$ cat src/rtl/memory_stage_if.sv
// Data-memory request/acknowledge bus between the M stage and data memory.
interface memory_stage_if;
  logic        dmem_req;
  logic        dmem_we;
  logic [3:0]  dmem_be;
  logic [31:0] dmem_addr;
  logic [31:0] dmem_wdata;
  logic [31:0] dmem_rdata;
  logic        dmem_ack;

  modport master (
    output dmem_req, dmem_we, dmem_be, dmem_addr, dmem_wdata,
    input  dmem_rdata, dmem_ack
  );

  modport slave (
    input  dmem_req, dmem_we, dmem_be, dmem_addr, dmem_wdata,
    output dmem_rdata, dmem_ack
  );
endinterface

$ cat src/rtl/memory_stage.sv
// MIPS M stage: E->M pipeline register, req/ack data-memory access FSM,
// byte-lane steering and load extension.
//
// state  | meaning
// IDLE   | no access pending; non-memory op (or bubble) in M
// ACCESS | request driven to data memory, waiting for ack; pipeline held
// DONE   | access finished (or misaligned op rejected); result valid
module memory_stage (
  input  logic        clk,
  input  logic        rst,
  input  logic        stallM,
  input  logic        flushM,
  input  logic        jumpE,
  input  logic        RegWriteE,
  input  logic        MemReadE,
  input  logic        MemWriteE,
  input  logic [1:0]  MemSizeE,
  input  logic        MemSignedE,
  input  logic [3:0]  MemtoRegE,
  input  logic [4:0]  WriteRegE,
  input  logic [31:0] ALUMultOutE,
  input  logic [31:0] WriteDataE,
  input  logic [31:0] PCPlus8E,
  output logic        jumpM,
  output logic        RegWriteM,
  output logic [3:0]  MemtoRegM,
  output logic [4:0]  WriteRegM,
  output logic [31:0] ReadDataM,
  output logic [31:0] ALUMultOutM,
  output logic [31:0] PCPlus8M,
  output logic        memBusyM,
  output logic        alignErrM,
  memory_stage_if.master dmem
);

  typedef enum logic [1:0] {IDLE, ACCESS, DONE} state_t;

  state_t      state, stateNext;
  logic        regWriteR, memReadR, memWriteR, memSignedR, misR;
  logic [1:0]  memSizeR;
  logic [31:0] writeDataR;
  logic        adv, memOpE, misE;
  logic [31:0] shiftedRd, loadData;
  logic [3:0]  beRaw;
  logic [31:0] wdataRaw;

  assign adv = !stallM && (state != ACCESS);

  always_comb begin
    memOpE = MemReadE | MemWriteE;
    case (MemSizeE)
      2'b01:   misE = ALUMultOutE[0];
      2'b10:   misE = 1'b0;
      default: misE = |ALUMultOutE[1:0];
    endcase
  end

  always_ff @(posedge clk) begin
    if (rst) state <= IDLE;
    else     state <= stateNext;
  end

  always_comb begin
    stateNext = state;
    if (state == ACCESS) begin
      if (dmem.dmem_ack) stateNext = DONE;
    end else if (adv) begin
      if (flushM || !memOpE) stateNext = IDLE;
      else if (misE)         stateNext = DONE;
      else                   stateNext = ACCESS;
    end
  end

  // Payload fields are not reset: they are only meaningful behind the enables.
  always_ff @(posedge clk) begin
    if (rst) begin
      regWriteR <= 1'b0;
      memReadR  <= 1'b0;
      memWriteR <= 1'b0;
      jumpM     <= 1'b0;
      misR      <= 1'b0;
      alignErrM <= 1'b0;
    end else begin
      alignErrM <= 1'b0;
      if (adv) begin
        if (flushM) begin
          regWriteR <= 1'b0;
          memReadR  <= 1'b0;
          memWriteR <= 1'b0;
          jumpM     <= 1'b0;
          misR      <= 1'b0;
        end else begin
          regWriteR   <= RegWriteE;
          memReadR    <= MemReadE;
          memWriteR   <= MemWriteE;
          jumpM       <= jumpE;
          memSizeR    <= MemSizeE;
          memSignedR  <= MemSignedE;
          MemtoRegM   <= MemtoRegE;
          WriteRegM   <= WriteRegE;
          ALUMultOutM <= ALUMultOutE;
          writeDataR  <= WriteDataE;
          PCPlus8M    <= PCPlus8E;
          misR        <= memOpE && misE;
          alignErrM   <= memOpE && misE;
        end
      end
    end
  end

  assign shiftedRd = dmem.dmem_rdata >> {ALUMultOutM[1:0], 3'b000};

  always_comb begin
    case (memSizeR)
      2'b01:   loadData = {{16{memSignedR & shiftedRd[15]}}, shiftedRd[15:0]};
      2'b10:   loadData = {{24{memSignedR & shiftedRd[7]}}, shiftedRd[7:0]};
      default: loadData = dmem.dmem_rdata;
    endcase
  end

  // Ack is honoured even under stallM; only the M register is held.
  always_ff @(posedge clk) begin
    if (rst) ReadDataM <= 32'd0;
    else if (state == ACCESS && dmem.dmem_ack && memReadR) ReadDataM <= loadData;
  end

  always_comb begin
    case (memSizeR)
      2'b01: begin
        beRaw    = 4'b0011 << ALUMultOutM[1:0];
        wdataRaw = {2{writeDataR[15:0]}};
      end
      2'b10: begin
        beRaw    = 4'b0001 << ALUMultOutM[1:0];
        wdataRaw = {4{writeDataR[7:0]}};
      end
      default: begin
        beRaw    = 4'b1111;
        wdataRaw = writeDataR;
      end
    endcase
  end

  assign dmem.dmem_req   = (state == ACCESS);
  assign dmem.dmem_we    = dmem.dmem_req && memWriteR;
  assign dmem.dmem_be    = dmem.dmem_req ? beRaw : 4'b0000;
  assign dmem.dmem_addr  = {ALUMultOutM[31:2], 2'b00};
  assign dmem.dmem_wdata = wdataRaw;

  assign memBusyM  = (state == ACCESS);
  assign RegWriteM = regWriteR && (state != ACCESS) && !misR;

endmodule

$ cat src/flat_wrapper.sv
// flat-port wrapper written by rule: the top's interface ports become plain ports
module memory_stage_flat 
  (clk, rst, stallM, flushM, jumpE, RegWriteE, MemReadE, MemWriteE, MemSizeE, MemSignedE, MemtoRegE, WriteRegE, ALUMultOutE, WriteDataE, PCPlus8E, jumpM, RegWriteM, MemtoRegM, WriteRegM, ReadDataM, ALUMultOutM, PCPlus8M, memBusyM, alignErrM, dmem_dmem_req, dmem_dmem_we, dmem_dmem_be, dmem_dmem_addr, dmem_dmem_wdata, dmem_dmem_rdata, dmem_dmem_ack);
  memory_stage_if dmem_i ();
  input  logic clk;
  input  logic rst;
  input  logic stallM;
  input  logic flushM;
  input  logic jumpE;
  input  logic RegWriteE;
  input  logic MemReadE;
  input  logic MemWriteE;
  input  logic [1:0] MemSizeE;
  input  logic MemSignedE;
  input  logic [3:0] MemtoRegE;
  input  logic [4:0] WriteRegE;
  input  logic [31:0] ALUMultOutE;
  input  logic [31:0] WriteDataE;
  input  logic [31:0] PCPlus8E;
  output logic jumpM;
  output logic RegWriteM;
  output logic [3:0] MemtoRegM;
  output logic [4:0] WriteRegM;
  output logic [31:0] ReadDataM;
  output logic [31:0] ALUMultOutM;
  output logic [31:0] PCPlus8M;
  output logic memBusyM;
  output logic alignErrM;
  output wire logic [$bits(dmem_i.dmem_req)-1:0] dmem_dmem_req;
  output wire logic [$bits(dmem_i.dmem_we)-1:0] dmem_dmem_we;
  output wire logic [$bits(dmem_i.dmem_be)-1:0] dmem_dmem_be;
  output wire logic [$bits(dmem_i.dmem_addr)-1:0] dmem_dmem_addr;
  output wire logic [$bits(dmem_i.dmem_wdata)-1:0] dmem_dmem_wdata;
  input wire logic [$bits(dmem_i.dmem_rdata)-1:0] dmem_dmem_rdata;
  input wire logic [$bits(dmem_i.dmem_ack)-1:0] dmem_dmem_ack;
  assign dmem_dmem_req = dmem_i.dmem_req;
  assign dmem_dmem_we = dmem_i.dmem_we;
  assign dmem_dmem_be = dmem_i.dmem_be;
  assign dmem_dmem_addr = dmem_i.dmem_addr;
  assign dmem_dmem_wdata = dmem_i.dmem_wdata;
  assign dmem_i.dmem_rdata = dmem_dmem_rdata;
  assign dmem_i.dmem_ack = dmem_dmem_ack;
  memory_stage u_core (.clk(clk), .rst(rst), .stallM(stallM), .flushM(flushM), .jumpE(jumpE), .RegWriteE(RegWriteE), .MemReadE(MemReadE), .MemWriteE(MemWriteE), .MemSizeE(MemSizeE), .MemSignedE(MemSignedE), .MemtoRegE(MemtoRegE), .WriteRegE(WriteRegE), .ALUMultOutE(ALUMultOutE), .WriteDataE(WriteDataE), .PCPlus8E(PCPlus8E), .jumpM(jumpM), .RegWriteM(RegWriteM), .MemtoRegM(MemtoRegM), .WriteRegM(WriteRegM), .ReadDataM(ReadDataM), .ALUMultOutM(ALUMultOutM), .PCPlus8M(PCPlus8M), .memBusyM(memBusyM), .alignErrM(alignErrM), .dmem(dmem_i));
endmodule
$ cat config.mk
export PLATFORM = sky130hd
export DESIGN_NAME = memory_stage_flat
export DESIGN_NICKNAME = d
export VERILOG_FILES = /design/src/rtl/memory_stage_if.sv /design/src/rtl/memory_stage.sv /design/src/flat_wrapper.sv
export SDC_FILE = /design/constraint.sdc
export NUM_CORES = 1
export LEC_CHECK = 0
export ABC_AREA = 1
export CAP_MARGIN = 10
export CORE_ASPECT_RATIO = 1.5
export CORE_MARGIN = 1.5
export CORE_UTILIZATION = 36
export CTS_BUF_LIST = sky130_fd_sc_hd__clkbuf_4 sky130_fd_sc_hd__clkbuf_8 sky130_fd_sc_hd__clkbuf_16
export DETAILED_ROUTE_END_ITERATION = 12
export PLACE_DENSITY_LB_ADDON = 0.15
export SLEW_MARGIN = 15
export SYNTH_ARGS = -nofsm -noshare
export SYNTH_HDL_FRONTEND = slang
export SYNTH_SLANG_ARGS = --single-unit
$ cat constraint.sdc
create_clock -name clk -period 3.25 [get_ports clk]
set_input_delay 0.4875 -clock clk [delete_from_list [all_inputs] [get_ports clk]]
set_output_delay 0.4875 -clock clk [all_outputs]
set_load 0.02 [all_outputs]
==> impl_metrics.py <==
metrics = {
    "outcome": {
        "status": "finished clean",
    },
    "synth": {
        "synth_seq_cells": 148,
        "synth_area_leaders": "edfxtp_1 (52%), dfxtp_1 (13%), nand2_1 (6.9%), buf_4 (5.1%), o21ai_0 (4.0%)",
        "syn_area_per_cell_um2": 10.8,
        "yosys_warnings": 0,
        "synth-async-reset-ratio_pct": 0,
        "synth.most_common_cell": "nand2_1",
        "synth_seq_area_share_pct": 65.4,
        "synth_common_cells": "nand2_1 (114), edfxtp_1 (108), o21ai_0 (49)",
        "synthFlopType": "edfxtp_1",
        "synth.distinct_cells": 30,
        "synth.top_cell.area_share_pct": 52.4,
        "netlist_instances": 574,
        "netlist_area_um2": 6180,
        "post-synth-top-area-cell": "edfxtp_1",
        "synth-edff-count": 108,
    },
    "power_and_ir_drop": {
        "power_density_nw_per_um2": 471,
        "peakVddDrop_uv": 388,
        "power_leakage_nw": 3.74,
    },
    "drt": {
        "drt-wirelength-per-cell_um": 19.1,
        "drt_iter0_drc": 352,
        "via_per_inst": 4.86,
        "finalWirelength_mm": 20.8,
        "postRouteAntennaNets": 0,
        "drtPass1Iterations": 5,
        "drc": 0,
        "vias": 5278,
    },
    "clock_tree": {
        "cts_root_buffer": "clkbuf_16",
        "cts-htree-levels": 4,
        "numCtsBuffers": 17,
        "cts_hold_buf": 0,
        "cts_tree": "done",
        "cts.reportedPaths.clkPinSlew_ns": 0.07,
        "clock_latency_ns": 0.42,
        "cts_max_path_buffers": 2,
        "clkSinkCount": 148,
    },
    "floorplanning": {
        "pin_count": 328,
        "num_rows": 58,
        "dieHeight_um": 164,
        "dieArea_um2": 18000,
        "die_width_um": 110,
        "core_region_area_um2": 16800,
        "start_util_pct": 36.9,
    },
    "placement": {
        "pre_cts_ws_ns": 0.469,
        "dp_cells": 1053,
        "gp_congestion": 0.917,
        "placed_cell_area_um2": 9380,
        "dpl.hpwl_mm": 16.1,
        "io_buffers": 325,
    },
    "sta": {
        "finalMaxSlewViolations": 0,
        "timing.final.crit_share_pct": 94.4,
        "setup_tns_ns": 0,
        "fin_ws_ns": 0.182,
        "finalCriticalPeriod_ns": 3.07,
        "hold_viol": 0,
        "setup_viol": 0,
        "max_slew.worst_pin.slew_ns": 0.653,
        "rsz0062_at_grt": "false",
        "slew_headroom_pct": 56.4,
        "skew_ns": 0.0145,
        "fmax_mhz": 326,
    },
    "global_routing": {
        "grtUsageTotal_pct": 23.2,
        "grt_pass1_vias": 5538,
        "grt_max_degree": 55,
        "grt_pass1_wl_mm": 30.6,
        "overflow": 0,
        "antenna_found_initial": 2,
    },
    "finish": {
        "drive_above_1_share_pct": 8.23,
        "fin_util_pct": 59.6,
        "syn_to_final_growth_pct": 61.6,
        "instances_no_fill": 1086,
        "nets": 1015,
        "fin_area_um2": 10000,
    },
    "hold_path": {
        "hp-class": "reg -> reg",
        "hold_start": "u_core.ReadDataM[1]",
        "holdPathEnd": "u_core.ReadDataM[1]",
        "min_delay_path_depth": 2,
    },
    "setup_path": {
        "critPathKind": "reg -> out",
        "crit_fanout": 11,
        "critPathLaunchType": "register",
        "r2r_slack_ns": 1.07,
        "cp.arrival_ns": 2.58,
        "r2r_end": "u_core.ReadDataM[20]",
        "r2r_cells": 9,
        "cp-end-kind": "output pin",
        "r2r-start": "u_core.ALUMultOutM[0]",
        "crit_required_ns": 2.76,
    },
    "job": {
        "cap_violations": 0,
    },
}
## worst max-delay path by stage
stage	from	endpoint	slack (ns)
6_report	u_core.memSizeR[0]	dmem_dmem_wdata[23]	0.18
5_1_grt	u_core.memSizeR[0]	dmem_dmem_wdata[20]	0.007
4_1_cts	u_core.memSizeR[0]	dmem_dmem_wdata[16]	0.02
3_5_place_dp	u_core.memSizeR[0]	dmem_dmem_wdata[16]	0.47
3_3_place_gp	u_core.memSizeR[0]	dmem_dmem_wdata[21]	0.57
2_1_floorplan	u_core.state[0]	u_core.ALUMultOutM[0]	0.27
## worst max-delay path: stages (launching register included)
cell and delay (ns):
edfxtp_1 0.38, inv_1 0.10, ha_1 0.15, inv_1 0.17
nand2_2 0.23, nand2_1 0.23, o21ai_0 0.25, clkdlybuf4s50_1 0.66
## flip-flops by register name (all words and copies together) (netlist names), 2 cells and up
register            flops
u_core.MemtoRegM        4
u_core.memSizeR         2
u_core.ALUMultOutM     32
u_core.state            2
u_core.ReadDataM       32
u_core.WriteRegM        5
u_core.PCPlus8M        32
u_core.writeDataR      32
## kinds of logic after synthesis
group	count (synthesis)	share of synthesized area, %
simple gates	194	13.6
flops	148	65.4
compound gates	121	11.0
buf+inv	106	9.23
fa+ha+maj	4	0.809
other cells	1	0.0606
## where the power goes
part / switching, W / internal [W] / total, W
combinational: 0.000269 / 0.000300 / 0.000569
sequential: 0.0000189 / 0.00208 / 0.00210
clock: 0.000874 / 0.00117 / 0.00205
total: 0.00116 / 0.00355 / 0.00471
## metal layers
metal / up-vias / share of wire (%) / track usage (%)
li1: 2514 / - / -
met1: 2419 / 32 / 23.2
met2: 307 / 54 / 41.9
met3: 36 / 11 / 9.70
met4: 2 / 2.4 / 8.62
met5: - / 0.063 / 0
## layout by cell type, fill, tap and decap left out, types with 2 or more instances in the layout
master	instances
clkbuf_16	17
bufinv_16	2
inv_8	5
or2_2	4
o211ai_1	7
or2_0	4
ha_1	4
nor2_1	19
inv_2	7
inv_1	31
nand3_1	45
a21oi_1	43
nor2_4	2
a21oi_2	10
clkinv_4	2
o21ai_1	2
buf_4	8
conb_1	2
dfxtp_1	40
inv_6	5
o22ai_1	8
clkdlybuf4s50_1	325
nand2_2	4
buf_12	2
edfxtp_1	108
nand2_1	113
o21ai_0	48
## per-stage QoR
stage | power, W | hold slack, ns
after CTS | 0.00476 | 0.480
after global routing | 0.00487 | 0.498
after global placement | 0.00270 | 0.460
final | 0.00471 | 0.475
after floorplan | 0.00236 | 0.445
after detailed placement | 0.00271 | 0.466
## cell type report
cell class	count	area (um^2)
diodes	1	2.50
clock buffers	17	425
clock inverters	15	183
fillers	1441	6770
inverters	39	150
multi-input cells	321	1580
flip-flops and latches	148	4040
well taps	210	263
repair buffers	335	3350
## timing repair
action                     4_1_cts  5_1_grt
resized for setup                0        2
setup endpoints to repair        0        8
buffers inserted                 0        0
Power figures use the tool's default switching activity.
